==> src/rtl/hazard_ctrl.sv <==
// Pipeline hazard controller for the 5-stage RV32I core: stall/flush/forward selects plus dmem wait-state watchdog.
// Latency: stall, flush and forward outputs are combinational (same cycle); shadow state, FSM and counters update on clk.
// Backpressure: stall_mem (dmem not ready, or timeout error) freezes everything and outranks redirect and load-use.
//
// Ports:
//   clk, rst                    core clock, asynchronous active-high reset
//   id_*                        decode-stage instruction fields (valid, rs1/rs2 + use flags, rd, write_reg, is_load)
//   ex_redirect                 taken branch / jal / jalr resolved in EX
//   dmem_req, dmem_ready        MEM-stage data memory handshake
//   stall_if, stall_id          hold PC and IF/ID
//   flush_if, flush_ex          bubble into IF/ID, ID/EX
//   stall_mem                   freeze EX/MEM, MEM/WB and everything upstream
//   fwd_a, fwd_b                operand select: 00 regfile, 01 EX result, 10 MEM result
//   mem_err                     sticky data-memory timeout
//   stall_cycles                saturating count of stall_id cycles
module hazard_ctrl #(
    parameter int MEM_TIMEOUT = 16
) (
    input  logic        clk,
    input  logic        rst,
    input  logic        id_valid,
    input  logic [4:0]  id_rs1,
    input  logic [4:0]  id_rs2,
    input  logic        id_use_rs1,
    input  logic        id_use_rs2,
    input  logic [4:0]  id_rd,
    input  logic        id_write_reg,
    input  logic        id_is_load,
    input  logic        ex_redirect,
    input  logic        dmem_req,
    input  logic        dmem_ready,
    output logic        stall_if,
    output logic        stall_id,
    output logic        flush_if,
    output logic        flush_ex,
    output logic        stall_mem,
    output logic [1:0]  fwd_a,
    output logic [1:0]  fwd_b,
    output logic        mem_err,
    output logic [31:0] stall_cycles
);

    localparam int CW = $clog2(MEM_TIMEOUT + 1);

    typedef enum logic [1:0] {M_IDLE, M_WAIT, M_ERR} mstate_t;

    mstate_t        mstate;
    logic [CW-1:0]  cnt;

    // Shadow copy of the destinations held by the EX and MEM stages.
    logic [4:0] ex_rd;
    logic       ex_wr;
    logic       ex_ld;
    logic [4:0] mem_rd;
    logic       mem_wr;

    logic hit1, hit2, load_use, stall_mem_raw;

    always_comb begin
        stall_mem_raw = (mstate == M_ERR) | (dmem_req & ~dmem_ready);
        // ex_wr is never set for rd = x0, so x0 can never produce a hit.
        hit1     = id_use_rs1 & (id_rs1 == ex_rd) & ex_wr;
        hit2     = id_use_rs2 & (id_rs2 == ex_rd) & ex_wr;
        load_use = id_valid & ex_ld & ex_wr & (hit1 | hit2);

        stall_if  = 1'b0;
        stall_id  = 1'b0;
        flush_if  = 1'b0;
        flush_ex  = 1'b0;
        stall_mem = 1'b0;
        fwd_a     = 2'b00;
        fwd_b     = 2'b00;

        if (!rst) begin
            stall_mem = stall_mem_raw;
            if (stall_mem_raw) begin
                // A redirect seen now stays parked in the frozen EX stage.
                stall_if = 1'b1;
                stall_id = 1'b1;
            end else if (ex_redirect) begin
                // The ID instruction is being killed, so its load-use is moot.
                flush_if = 1'b1;
                flush_ex = 1'b1;
            end else if (load_use) begin
                stall_if = 1'b1;
                stall_id = 1'b1;
                flush_ex = 1'b1;
            end

            // A load in EX has no result yet; after the bubble it is caught from MEM.
            if (hit1 && !ex_ld)
                fwd_a = 2'b01;
            else if (id_use_rs1 && mem_wr && (id_rs1 == mem_rd))
                fwd_a = 2'b10;

            if (hit2 && !ex_ld)
                fwd_b = 2'b01;
            else if (id_use_rs2 && mem_wr && (id_rs2 == mem_rd))
                fwd_b = 2'b10;
        end
    end

    assign mem_err = ~rst & (mstate == M_ERR);

    // Shadow pipeline advance; holds whenever the memory stage is stalled.
    always_ff @(posedge clk or posedge rst) begin
        if (rst) begin
            ex_rd  <= 5'd0;
            ex_wr  <= 1'b0;
            ex_ld  <= 1'b0;
            mem_rd <= 5'd0;
            mem_wr <= 1'b0;
        end else if (!stall_mem) begin
            mem_rd <= ex_rd;
            mem_wr <= ex_wr;
            if (flush_ex || !id_valid) begin
                ex_rd <= 5'd0;
                ex_wr <= 1'b0;
                ex_ld <= 1'b0;
            end else begin
                ex_rd <= id_rd;
                ex_wr <= id_write_reg & (id_rd != 5'd0);
                ex_ld <= id_is_load;
            end
        end
    end

    // Data-memory wait-state sequencer with timeout watchdog.
    always_ff @(posedge clk or posedge rst) begin
        if (rst) begin
            mstate <= M_IDLE;
            cnt    <= '0;
        end else begin
            case (mstate)
                M_IDLE: begin
                    if (dmem_req && !dmem_ready) begin
                        mstate <= M_WAIT;
                        cnt    <= CW'(1);
                    end else begin
                        cnt    <= '0;
                    end
                end
                M_WAIT: begin
                    if (dmem_ready) begin
                        mstate <= M_IDLE;
                        cnt    <= '0;
                    end else if (cnt == CW'(MEM_TIMEOUT)) begin
                        mstate <= M_ERR;
                    end else begin
                        cnt    <= cnt + CW'(1);
                    end
                end
                M_ERR: begin
                    mstate <= M_ERR;
                end
                default: begin
                    mstate <= M_IDLE;
                    cnt    <= '0;
                end
            endcase
        end
    end

    always_ff @(posedge clk or posedge rst) begin
        if (rst)
            stall_cycles <= 32'd0;
        else if (stall_id && (stall_cycles != 32'hFFFF_FFFF))
            stall_cycles <= stall_cycles + 32'd1;
    end

endmodule

==> config.mk <==
export PLATFORM = sky130hd
export DESIGN_NAME = hazard_ctrl
export DESIGN_NICKNAME = d
export VERILOG_FILES = /design/src/rtl/hazard_ctrl.sv
export SDC_FILE = /design/constraint.sdc
export NUM_CORES = 1
export LEC_CHECK = 0
export BUFFER_PORTS_ARGS = -buffer_cell sky130_fd_sc_hd__buf_2
export CAP_MARGIN = 20
export CELL_PAD_IN_SITES_DETAIL_PLACEMENT = 2
export CELL_PAD_IN_SITES_GLOBAL_PLACEMENT = 2
export CORE_MARGIN = 10
export CORE_UTILIZATION = 35
export CTS_CLUSTER_DIAMETER = 200
export DETAILED_ROUTE_END_ITERATION = 8
export GPL_TIMING_DRIVEN = 0
export PLACE_DENSITY_LB_ADDON = 0.12
export SETUP_SLACK_MARGIN = 0.05
export SYNTH_ARGS = -nofsm -noshare
export SYNTH_HDL_FRONTEND = slang
export SYNTH_SLANG_ARGS = --single-unit
export TNS_END_PERCENT = 10
==> constraint.sdc <==
create_clock -name clk -period 13.7 [get_ports clk]
set_input_delay 3.425 -clock clk [delete_from_list [all_inputs] [get_ports clk]]
set_output_delay 3.425 -clock clk [all_outputs]
set_load 0.1 [all_outputs]
== Yosys cells after proc, flatten, opt, wreduce, memory -nomap -nowiden ==
Cells that the tools add are included.
Storage, ports and cells
  register bits: 52
  output and inout port bits: 42
Operators by class
  add/subtract/negate cells: 2
  equality and inequality tests: 11
  muxes and demuxes: 28
  bitwise logic cells: 15
  reductions and logical operators: 16
Operators by type and width (count)
  $add 32x1->32 const B: 1
  $ne 32x32->1 const B: 1
  $eq 5x5->1: 4
  $mux 2: 9
  $mux 5: 3
  $pmux 5 s3: 1
  $mux 1: 14
  $and 1x1->1: 10
  $logic_and 1x1->1: 8
  $ne 3x3->1 const B: 2
  $pmux 2 s3: 1
  $add 5x1->5 const B: 1
  $eq 5x5->1 const B: 1
  $reduce_bool 5->1: 1
  $reduce_and 2->1: 2
  $logic_not 1->1: 3
  $not 1->1: 3
  $eq 2x1->1 const B: 1
  $eq 2x2->1 const B: 1
  $logic_not 2->1: 1
  $ne 2x2->1 const B: 1
  $or 1x1->1: 2
  $logic_or 1x1->1: 1

== Logic depth before layout (Yosys ltp) ==
Gate-level depths: netlist of the first run.
  depth in word-level cells: 11
  depth in mapped cells: 9
  depth with buffers taken out: 7

== Least setup slack after synthesis of the first run ==
Ideal clock, no wire load.
  path kind: input-to-output
  from: input port rst
  to: output port stall_if
  arrival: 6.504 ns
  required time: 10.275 ns
  path slack: 3.771 ns
  cell stages on the path: 6
  buffers on the path: 2
  path through: clkbuf_1 -> inv_1 -> nand2_1 -> and2_4 -> inv_1 -> buf_4
Between the ends
  word-level cells in the longest chain between the ends: 1
Ends and longest elaborated chain
  start: declaration: line 20  | input logic rst,
  $mux 1
  end: declaration: line 32  | output logic stall_if,
Every way passes these cells.

== Worst setup path after layout of the first run ==
  from: input port rst
  to: output port stall_mem
Between the ends
  word-level cells in the longest chain between the ends: 1
Ends and longest elaborated chain
  $mux 1: line 74  | if (!rst) begin
  end: declaration: line 36  | output logic stall_mem,
Every way passes these cells.

==> impl_results.md, run 1 <==
- Clock-pin slew of the registers on the worst-case setup and hold paths: approximately 0.09 ns
- VDD IR-drop max: around 130 uV
- Switch Pwr: about 0.16 mW
- Count of final setup violators: 0
- Overall track demand over capacity in global routing: between 10% and 20%
- Starting Density: 36.0%
- Count of final max-slew check failures: 0
- Async set-or-reset flop fraction in the synthesized netlist: 100%
- Die boundary width: roughly 110 um
- Clock skew: 0.00859 ns
- Setup crit end kind: output port
- Y dimension of the die: 109 um
- 1st-iter DRT viols: 36
- IO Pins: between 60 and 70
- Register area share after synthesis: 46.5%
- Critical Path Source Type: primary input
- Final wirelength: 8160 um
- Remaining antenna violation count: 0
- Number of global-route vias before repair: 2617
- Post-synth top flop: dfrtp_1
- Total of warnings raised by yosys: 0
- Diode insertion count for antenna repair: 0
- Fin. Hold Viols: 0
- Number of buffers between clock root and the deepest sink: 2
- Utilization of the core after routing: 43.5%
- Reg power frac: between 40 and 50%
- Number of synthesized flops with an enable pin: 0
- Fmax: ~110 MHz
- Floorplan row count: 32
- Yosys reg bits: 52
- Inserted Clock Buffers: 5
- Cell area after synthesis: ~0.0028 mm2
- Power density relative to cell area: 119 mW/mm2
- Fraction of final layout cells sized beyond drive strength 1: 23.9%
- Clk Tree Root Cell: clkbuf_8
- Avg Vias per Cell: 5.24
- Count of different cell masters after synthesis: 41
- Synthesized instance count: ~280
- Clock tree from TritonCTS: done
- Status: finished clean
- Max-cap violations: 0
- WP data arrival: around 5.8 ns
- Final Cycle Share: between 60% and 70%
- Die area: about 0.012 mm2
- Class of the tightest hold or removal check: register to register
- Maximum number of pins on one net before global-route repair: 30
- Largest fanout on the critical path: 29
- Max-Slew Margin vs Limit: a little under a third
- Total Power: between 0.4 and 0.5 mW
- TritonCTS sink count: between 50 and 60
- Post-CTS setup buffer count: 0
- Crit path time final: ~9.2 ns
- HPWL Detailed: between 6000 and 7000 um
- Internal Pwr Total: 0.245 mW
- Wire length of the first global-routing pass: ~14000 um
- Hold Slack: 0.471 ns
- Count of cells resized by post-cts repair: 0
- Number of vias after detailed routing: approximately 2400
- Core region area: roughly 0.0078 mm2
- Worst Tran Pin Value: ~1.0 ns
- Final Net Count: ~380
- Fin Setup TNS: 0 ns
- Net Sw Frac: slightly below 40%
- Synthesized area per cell: a little under 10 um2
- Comb pwr share: 28.8%
- Area grow syn2layout: 20.8%
- Net count of the mapped netlist: 310
- Remaining DRCs: 0
- Setup repair after global routing missed its margin: false
- Clock power frac: 26.0%
- Count of fill cells added during filler insertion: around 880
- Number of iterations in the first detailed-routing pass: 3
- Insertion delay of the later-clocked pin in the worst-skew pair: 0.31 ns
- Number of port buffers: 65
- Initial antenna violation count: 0
- Final estimated routing congestion in global placement: 0.745
- Worst setup path category: primary input to output port
- Data required time at the worst endpoint: 10.27 ns
- H-tree depth: 2
- Routed wire per std cell: 17.8 um
- Post-Place Worst Slack: around 4.4 ns
- Worst Setup Slack, final: 4.51 ns
- LEAKAGE: 1.65 nW
- Remaining global-route overflow: 0
- Number of buffers inserted for hold repair after clock tree synthesis: 0
power by group through the flow:
stage          Sequential, mW  Combinational (mW)  Clock (mW)
2_1_floorplan           0.236              0.0358           0
3_3_place_gp            0.183               0.114           0
3_5_place_dp            0.184               0.117           0
4_1_cts                 0.181               0.117       0.109
5_1_grt                 0.185               0.122       0.115
6_report                0.181               0.115       0.104
sequential cells by signal (all words and copies together), names as in the netlist:
register	cells
mem_wr	1
ex_wr	1
ex_ld	1
mem_rd	5
cnt	5
stall_cycles	32
ex_rd	5
mstate	2
cells in the final DEF (no fill, tap or decap), types with 3 or more instances in the layout:
cell       n
and3_1    13
clkbuf_8   5
clkbuf_1   3
o21ai_0    4
and4_1     5
nor4_1     3
nand2_1   37
buf_2     67
xnor2_1   36
nor3_1     8
nand4_1   16
a22o_1     8
dfrtp_1   52
a21oi_1    5
nand3_1   21
inv_1      7
nor2_1    14
xor2_1    15
ha_1       3
metrics by stage:
step | std cells | area, um2
after detailed placement | 450 | 3270
final | 458 | 3380
after global placement | 449 | 3250
after global routing | 458 | 3380
after CTS | 458 | 3380
after floorplan | 282 | 2800
critical path, stage by stage:
cell and delay [ns]:
clkbuf_1 0.20, inv_2 0.52, nand2_1 0.41, inv_1 0.26, buf_1 0.41, buf_2 0.52
kinds of logic (layout without fill, tap and decap cells):
| group | after synthesis | count (layout) | synth area share [%] |
|---|---|---|---|
| adders and majority gates | 3 | 3 | 1.34 |
| xor gates and xnor gates | 52 | 52 | 16.6 |
| AOI/OAI and AO/OA | 25 | 25 | 6.35 |
| DFF | 52 | 52 | 46.5 |
| buffers and inverters | 14 | 88 | 2.10 |
| and+or+nand+nor | 132 | 132 | 25.6 |
| muxes | 4 | 4 | 1.52 |
synthesized netlist by cell type, types with 2 or more instances:
cell type / number / share of area [%]
clkbuf_1: 2 / 0.27
nor4b_1: 2 / 0.63
a21oi_1: 5 / 0.89
nand3_1: 21 / 3.8
nor2_1: 14 / 1.9
nand2_1: 37 / 5.0
nor3_1: 8 / 1.4
mux2i_1: 2 / 0.72
o31ai_1: 2 / 0.54
ha_1: 3 / 1.3
buf_2: 2 / 0.36
and4_1: 5 / 1.6
xor2_1: 15 / 4.7
o21ai_0: 4 / 0.72
nand4_1: 16 / 3.6
nor2b_1: 2 / 0.45
a22o_1: 8 / 2.5
nor4_1: 3 / 0.67
or4_1: 2 / 0.54
and3_1: 13 / 2.9
and2_1: 2 / 0.45
dfrtp_1: 52 / 47
xnor2_1: 36 / 11
inv_1: 8 / 1.1
mux2_2: 2 / 0.81
worst paths after layout:
path / start / end / slack [ns] / cells past startpoint
worst max-delay path: rst / stall_mem / 4.51 / 6
worst min-delay path: mem_wr$_DFFE_PP0N_ / mem_wr$_DFFE_PP0N_ / 0.47 / 2
worst max register to register: stall_cycles[0]$_DFFE_PP0P_ / stall_cycles[24]$_DFFE_PP0P_ / 11.21 / 8
worst min register to register: mem_wr$_DFFE_PP0N_ / mem_wr$_DFFE_PP0N_ / 0.47 / 2
max in group asynchronous: rst / mem_rd[1]$_DFFE_PP0N_ / 9.79 / 3
min in group asynchronous: rst / stall_cycles[3]$_DFFE_PP0P_ / 3.36 / 2
per-layer routing:
metal / global-route usage (%) / routed length, um / share of wire, %
met1: 17.0 / 3530 / 43
met2: 24.1 / 4080 / 50
met3: 4.27 / 482 / 5.9
met4: 3.35 / 77 / 0.94
met5: 0 / 0 / 0
area by class of cell:
type                       count  area [um2]  area share (%)
buffer                         6        28.8           0.852
inverter                       8        30.0           0.889
sequential                    52        1300            38.5
tap                          102         128            3.78
multi-input combinational    216        1440            42.5
timing repair buffer          66         345            10.2
clock buffer                   6        72.6            2.15
clock inverter                 2        35.0            1.04
Note: power is estimated with default switching activity, not from simulation.
==> inputs of run 2 (changes only) <==
- CORE_UTILIZATION: 35 -> 30
- clock period: 13.7 -> 8.4 ns (I/O delays scaled with it)
==> run 2 against run 1 <==
Wire length up 2.7%. Via count is the same. Non-clock buffer count is the same. Count of clock-buffer cells in the layout increased by 1. Sequential cell count unchanged. Hold slack better by 0.024 ns. Sequential share of layout area barely moved. Largest cell class unchanged. Highest routed layer unchanged.
==> impl_results.md, run 2 (synthesis results as in run 1) <==
- Status: finished clean (unchanged)
- TritonCTS sink count: 52 (unchanged)
- Remaining global-route overflow: 0 (unchanged)
- Floorplan row count: 35 (was 32)
- Launch instance of the worst min-delay path: stall_cycles[31]$_DFFE_PP0P_ (was mem_wr$_DFFE_PP0N_)
- Worst Tran Pin Value: 0.960 ns (was 1.03 ns)
- Routed wire per std cell: 17.9 um (was 17.8 um)
- Y dimension of the die: 117 um (was 109 um)
- Inst Count DP: 459 (was 450)
- Avg Vias per Cell: 5.14 (was 5.24)
- Register ranked first by flip-flop count: stall_cycles (unchanged)
- Data required time at the worst endpoint: 6.30 ns (was 10.27 ns)
- Final Net Count: 383 (unchanged)
- Number of buffers between clock root and the deepest sink: 2 (unchanged)
- Number of cells on the worst hold path: 1 (was 2)
- Count of placed standard cells in the final layout, fillers left out: 467 (was 458)
- Die boundary width: 117 um (was 109 um)
- Clock tree from TritonCTS: done (unchanged)
- FF+latch area: 0.00130 mm2 (unchanged)
- Met1 WL: 3600 um (was 3530 um)
- Area grow syn2layout: 20.7% (was 20.8%)
- Number of buffers inserted for hold repair after clock tree synthesis: 0 (unchanged)
- Number of vias after detailed routing: 2401 (unchanged)
- LEAKAGE: 1.64 nW (was 1.65 nW)
- Count of fill cells added during filler insertion: 1021 (was 881)
- Remaining antenna violation count: 0 (unchanged)
- VDD IR-drop max: 209 uV (was 133 uV)
- Wire length on met2: 4230 um (was 4080 um)
- Buffers & Inverters on Critical Path: 5 (unchanged)
- Critical Path, Cell by Cell: clkbuf_1 > inv_2 > nand2_1 > inv_1 > buf_1 > buf_2 (unchanged)
- Setup repair after global routing missed its margin: false (unchanged)
- Largest fanout on the critical path: 23 (was 29)
- Critical register-to-register path startpoint: stall_cycles[0]$_DFFE_PP0P_ (unchanged)
- Setup crit end kind: output port (unchanged)
- Fmax: 156 MHz
- Inserted Clock Buffers: 5 (unchanged)
- Diode insertion count for antenna repair: 0 (unchanged)
- Multi-input combinational cell area: 0.00144 mm2 (unchanged)
- Count of final max-slew check failures: 0 (unchanged)
- Starting Density: 30.6% (was 36.0%)
- Fin. Hold Viols: 0 (unchanged)
- Insertion delay of the later-clocked pin in the worst-skew pair: 0.31 ns (about the same)
- Number of cell instances on the worst register-to-register path: 8 (unchanged)
- Fraction of final layout cells sized beyond drive strength 1: 23.9% (unchanged)
- WP data arrival: 4.33 ns (was 5.77 ns)
- Most frequent standard cell in the layout excluding fill and tap cells: buf_2 (unchanged)
- Final estimated routing congestion in global placement: 0.747 (was 0.745)
- Final Cycle Share: between 70 and 80%
- Crit path from: rst (unchanged)
- Fin Setup TNS: 0 ns (unchanged)
- Number of port buffers: 65 (unchanged)
- Die area: 0.0136 mm2 (was 0.0120 mm2)
- Post-CTS setup buffer count: 0 (unchanged)
- 1st-iter DRT viols: 39 (was 36)
- Count of cells resized by post-cts repair: 0 (unchanged)
- Class of the tightest hold or removal check: register to register (unchanged)
- Clock skew: 0.0145 ns (was 0.00859 ns)
- Critical Path Source Type: primary input (unchanged)
- Slowest cell delay on critical path: 0.52 ns (about the same)
- Clk Tree Root Cell: clkbuf_8 (unchanged)
- Top library cells by usage in the layout, fill and taps aside: buf_2 (67), dfrtp_1 (52), nand2_1 (37), xnor2_1 (36), nand3_1 (21) (unchanged)
- Overall track demand over capacity in global routing: 12.8% (was 14.1%)
- Crit path time final: approximately 6.4 ns
- Number of global-route vias before repair: 2641 (was 2617)
- Initial antenna violation count: 0 (unchanged)
- Number of iterations in the first detailed-routing pass: 4 (was 3)
- Highest layer used for signal routing: met4 (unchanged)
- Max-Slew Margin vs Limit: 35.4% (was 30.6%)
- H-tree depth: 2 (unchanged)
- Count of final setup violators: 0 (unchanged)
- Clock-pin slew of the registers on the worst-case setup and hold paths: 0.09 ns (about the same)
- Number of flip-flops under the largest register name: 32 (unchanged)
- Final wirelength: 8380 um (was 8160 um)
- Total Power: 0.633 mW (was 0.400 mW)
- Power density relative to cell area: 188 mW/mm2 (was 119 mW/mm2)
- Metal3 WL: 508 um (was 482 um)
- Worst setup path category: primary input to output port (unchanged)
- Remaining DRCs: 0 (unchanged)
- Max-cap violations: 0 (unchanged)
- Wire length of the first global-routing pass: 14000 um (was 13600 um)
- Maximum number of pins on one net before global-route repair: 33 (was 30)
- IO Pins: 67 (unchanged)
- Master of the slowest instance on the critical path: buf_2 (was inv_2)
- HPWL Detailed: 6590 um (was 6510 um)
- Core region area: 0.00915 mm2 (was 0.00777 mm2)
- Logic depth of the worst path, buffers included: 6 (unchanged)
- Kind of cell adding the most delay to the critical path: buffers and inverters (unchanged)
[run 2: layer usage]
layer  GRT usage, %  vias to the layer above
met3           3.34                        4
met2           22.2                       42
li1               -                     1139
met4           2.72                        0
met5              0                        -
met1           15.6                     1216
[run 2: final timing paths]
path / to / slack [ns]
worst max-delay path: stall_mem / 1.97
worst min-delay path: stall_cycles[31]$_DFFE_PP0P_ / 0.50
worst max register to register: stall_cycles[20]$_DFFE_PP0P_ / 5.97
worst min register to register: stall_cycles[31]$_DFFE_PP0P_ / 0.50
max in group asynchronous: stall_cycles[6]$_DFFE_PP0P_ / 5.88
min in group asynchronous: stall_cycles[21]$_DFFE_PP0P_ / 1.96
[run 2: worst reg2reg max path: stages, from the launching register on]
cell and delay, ns:
dfrtp_1 0.43, ha_1 0.19, and3_1 0.15, clkbuf_1 0.24, and4_1 0.30, o31ai_1 0.09, a21oi_1 0.57, nand3_1 0.19
xnor2_1 0.16
[run 2: layout make-up]
| class | count | share of cell area (%) |
|---|---|---|
| Tap cell | 111 | 4.12 |
| Buffer | 6 | 0.853 |
| Timing Repair Buffer | 66 | 10.2 |
| Sequential cell | 52 | 38.6 |
| Clock inverter | 1 | 0.222 |
| Clock buffer | 7 | 2.56 |
| Multi-Input combinational cell | 216 | 42.6 |
| Inverter | 8 | 0.890 |
[run 2: metrics by stage]
step	utilization [%]	cell area (um2)	hold WS (ns)	setup slack (ns)
final	36.9	3370	0.496	1.97
after global routing	36.9	3370	0.526	1.67
after CTS	36.9	3370	0.499	1.89
after detailed placement	35.8	3280	0.484	1.88
after global placement	35.6	3260	0.449	0.190
after floorplan	-	2800	0.431	1.12
[run 2: report_power, final]
group	total (mW)	switching [mW]	internal, mW	leakage [nW]
Clock	0.152	0.0845	0.0672	0.0445
Combinational	0.186	0.144	0.0416	0.896
Sequential	0.295	0.0265	0.269	0.701
Total	0.633	0.255	0.377	1.64
==> inputs of run 3 (changes only) <==
- CORE_UTILIZATION: 30 -> 33
- clock period: 8.4 -> 6 ns (I/O delays scaled with it)
==> run 3 against run 2 <==
Combinational power increased by 41%. Total power increased by 39%. Via count decreased by 1.2%. Count of clock-buffer cells in the layout decreased by 1. Register-to-register slack got worse by 2.4 ns. Wire length decreased by 1.3%. Highest routed layer unchanged.
==> impl_results.md, run 3 (synthesis results as in run 1) <==
- Number of buffers between clock root and the deepest sink: 2 (unchanged)
- Clk Tree Root Cell: clkbuf_8 (unchanged)
- Kind of cell adding the most delay to the critical path: buffers and inverters (unchanged)
- Overall track demand over capacity in global routing: 13.1% (was 12.8%)
- Remaining antenna violation count: 0 (unchanged)
- Power density relative to cell area: 262 mW/mm2 (was 188 mW/mm2)
- Max-Slew Margin vs Limit: 37.3% (was 35.4%)
- Utilization of the core after routing: 41.0% (was 36.9%)
- Status: finished clean (unchanged)
- Setup repair after global routing missed its margin: false (unchanged)
- 1st-iter DRT viols: 28 (was 39)
- Final estimated routing congestion in global placement: 0.690 (was 0.747)
- Setup slack of the worst register-to-register path: 3.56 ns (was 5.97 ns)
- Inserted Clock Buffers: 5 (unchanged)
- Master of the slowest instance on the critical path: clkinvlp_4 (was buf_2)
- Number of port buffers: 65 (unchanged)
- Area grow syn2layout: 20.4% (was 20.7%)
- Wire length of the first global-routing pass: 13900 um (was 14000 um)
- Hold Slack: 0.500 ns (was 0.496 ns)
- Crit path from: rst (unchanged)
- Worst setup endpoint: stall_mem (unchanged)
- H-tree depth: 2 (unchanged)
- Register ranked first by flip-flop count: stall_cycles (unchanged)
- Fraction of final layout cells sized beyond drive strength 1: 23.9% (unchanged)
- Number of buffers inserted for hold repair after clock tree synthesis: 0 (unchanged)
- Final Net Count: 383 (unchanged)
- Core region area: 0.00822 mm2 (was 0.00915 mm2)
- Logic depth of the worst path, buffers included: 6 (unchanged)
- Data required time at the worst endpoint: 4.50 ns (was 6.30 ns)
- Fmax: 197 MHz
- Class of the tightest hold or removal check: register to register (unchanged)
- Clock tree from TritonCTS: done (unchanged)
- Y dimension of the die: 112 um (was 117 um)
- Insertion delay of the later-clocked pin in the worst-skew pair: 0.31 ns (about the same)
- Number of iterations in the first detailed-routing pass: 4 (unchanged)
- Critical Path, Cell by Cell: clkbuf_1 > clkinvlp_4 > nand2_1 > inv_1 > buf_1 > buf_2 (was clkbuf_1 > inv_2 > nand2_1 > inv_1 > buf_1 > buf_2)
- Destination of the worst register-to-register timing path: stall_cycles[20]$_DFFE_PP0P_ (unchanged)
- Starting Density: 34.0% (was 30.6%)
- Final Cycle Share: between 80% and 90%
- Max-cap violations: 0 (unchanged)
- Avg Vias per Cell: 5.15 (was 5.14)
- Clock-pin slew of the registers on the worst-case setup and hold paths: 0.09 ns (about the same)
- Fin. Hold Viols: 0 (unchanged)
- Top library cells by usage in the layout, fill and taps aside: buf_2 (67), dfrtp_1 (52), nand2_1 (37), xnor2_1 (36), nand3_1 (21) (unchanged)
- WP data arrival: 3.57 ns (was 4.33 ns)
- Count of cells resized by post-cts repair: 0 (unchanged)
- Most frequent standard cell in the layout excluding fill and tap cells: buf_2 (unchanged)
- Critical Path Source Type: primary input (unchanged)
- Area post-placement: 0.00328 mm2 (about the same)
- Floorplan row count: 33 (was 35)
- Slowest cell delay on critical path: 0.48 ns (was 0.52 ns)
- TritonCTS sink count: 52 (unchanged)
- Number of vias after detailed routing: 2372 (was 2401)
- Finished layout cell area: 0.00337 mm2 (about the same)
- VDD IR-drop max: 317 uV (was 209 uV)
- HPWL Detailed: 6570 um (was 6590 um)
- Clock skew: 0.0172 ns (was 0.0145 ns)
- Post-CTS setup buffer count: 0 (unchanged)
- Fin Setup TNS: 0 ns (unchanged)
- Maximum number of pins on one net before global-route repair: 41 (was 33)
- Number of global-route vias before repair: 2650 (was 2641)
- Setup crit end kind: output port (unchanged)
- Worst Tran Pin Value: 0.933 ns (was 0.960 ns)
- Die area: 0.0126 mm2 (was 0.0136 mm2)
- IO Pins: 67 (unchanged)
- Routed wire per std cell: 17.9 um (about the same)
- Initial antenna violation count: 0 (unchanged)
- Count of final setup violators: 0 (unchanged)
- LEAKAGE: 1.63 nW (was 1.64 nW)
- Buffers & Inverters on Critical Path: 5 (unchanged)
- Crit path time final: 5.07 ns
- Critical register-to-register path startpoint: stall_cycles[0]$_DFFE_PP0P_ (unchanged)
- Worst setup path category: primary input to output port (unchanged)
- Remaining DRCs: 0 (unchanged)
- Die boundary width: 112 um (was 117 um)
- Remaining global-route overflow: 0 (unchanged)
- Number of cell instances on the worst register-to-register path: 8 (unchanged)
- Count of final max-slew check failures: 0 (unchanged)
- Final wirelength: 8270 um (was 8380 um)
- Diode insertion count for antenna repair: 0 (unchanged)
- Largest fanout on the critical path: 15 (was 23)
- Number of flip-flops under the largest register name: 32 (unchanged)
## run 3: metrics by stage
step / instances / setup slack (ns) / total power [mW]
global placement: 452 / -0.204 / 0.680
global route: 461 / 0.582 / 0.931
floorplan: 282 / 0.157 / 0.620
CTS: 461 / 0.807 / 0.896
finish: 461 / 0.925 / 0.882
detailed placement: 453 / 0.802 / 0.688
## run 3: final cells by class
class,count,area [um2]
Clock buffer,6,72.6
Sequential cell,52,1300
Buffer,6,28.8
Multi-Input combinational cell,216,1440
Fill cell,948,4850
Tap cell,105,131
Timing Repair Buffer,66,345
Inverter,8,33.8
Clock inverter,2,16.3
## run 3: power by group
group	total, mW	internal [mW]	switching [mW]
sequential	0.415	0.376	0.0387
combinational	0.262	0.0583	0.204
clock	0.205	0.0834	0.122
## run 3: worst min path at each step
stage                                  from                      endpoint  slack [ns]  cells after the start
6_report                 mem_wr$_DFFE_PP0N_            mem_wr$_DFFE_PP0N_        0.50                      2
2_1_floorplan            mem_wr$_DFFE_PP0N_            mem_wr$_DFFE_PP0N_        0.43                      2
4_1_cts                  mem_wr$_DFFE_PP0N_            mem_wr$_DFFE_PP0N_        0.50                      2
3_5_place_dp             mem_wr$_DFFE_PP0N_            mem_wr$_DFFE_PP0N_        0.48                      2
5_1_grt        stall_cycles[15]$_DFFE_PP0P_  stall_cycles[15]$_DFFE_PP0P_        0.54                      1
3_3_place_gp             mem_wr$_DFFE_PP0N_            mem_wr$_DFFE_PP0N_        0.45                      2
## run 3: worst register-to-register path, cell delays in order, from the launching register on
cell,delay (ns)
dfrtp_1,0.45
ha_1,0.21
and3_1,0.16
clkbuf_1,0.24
and4_1,0.29
o31ai_1,0.09
a21oi_1,0.55
nand3_1,0.18
xnor2_1,0.15
## run 3: per-layer routing
metal	vias up	track usage, %	wire [um]
met2	44	22.7	4140
met1	1181	16.2	3730
met4	0	2.54	52
li1	1142	-	-
met3	5	3.19	352
met5	-	0	0
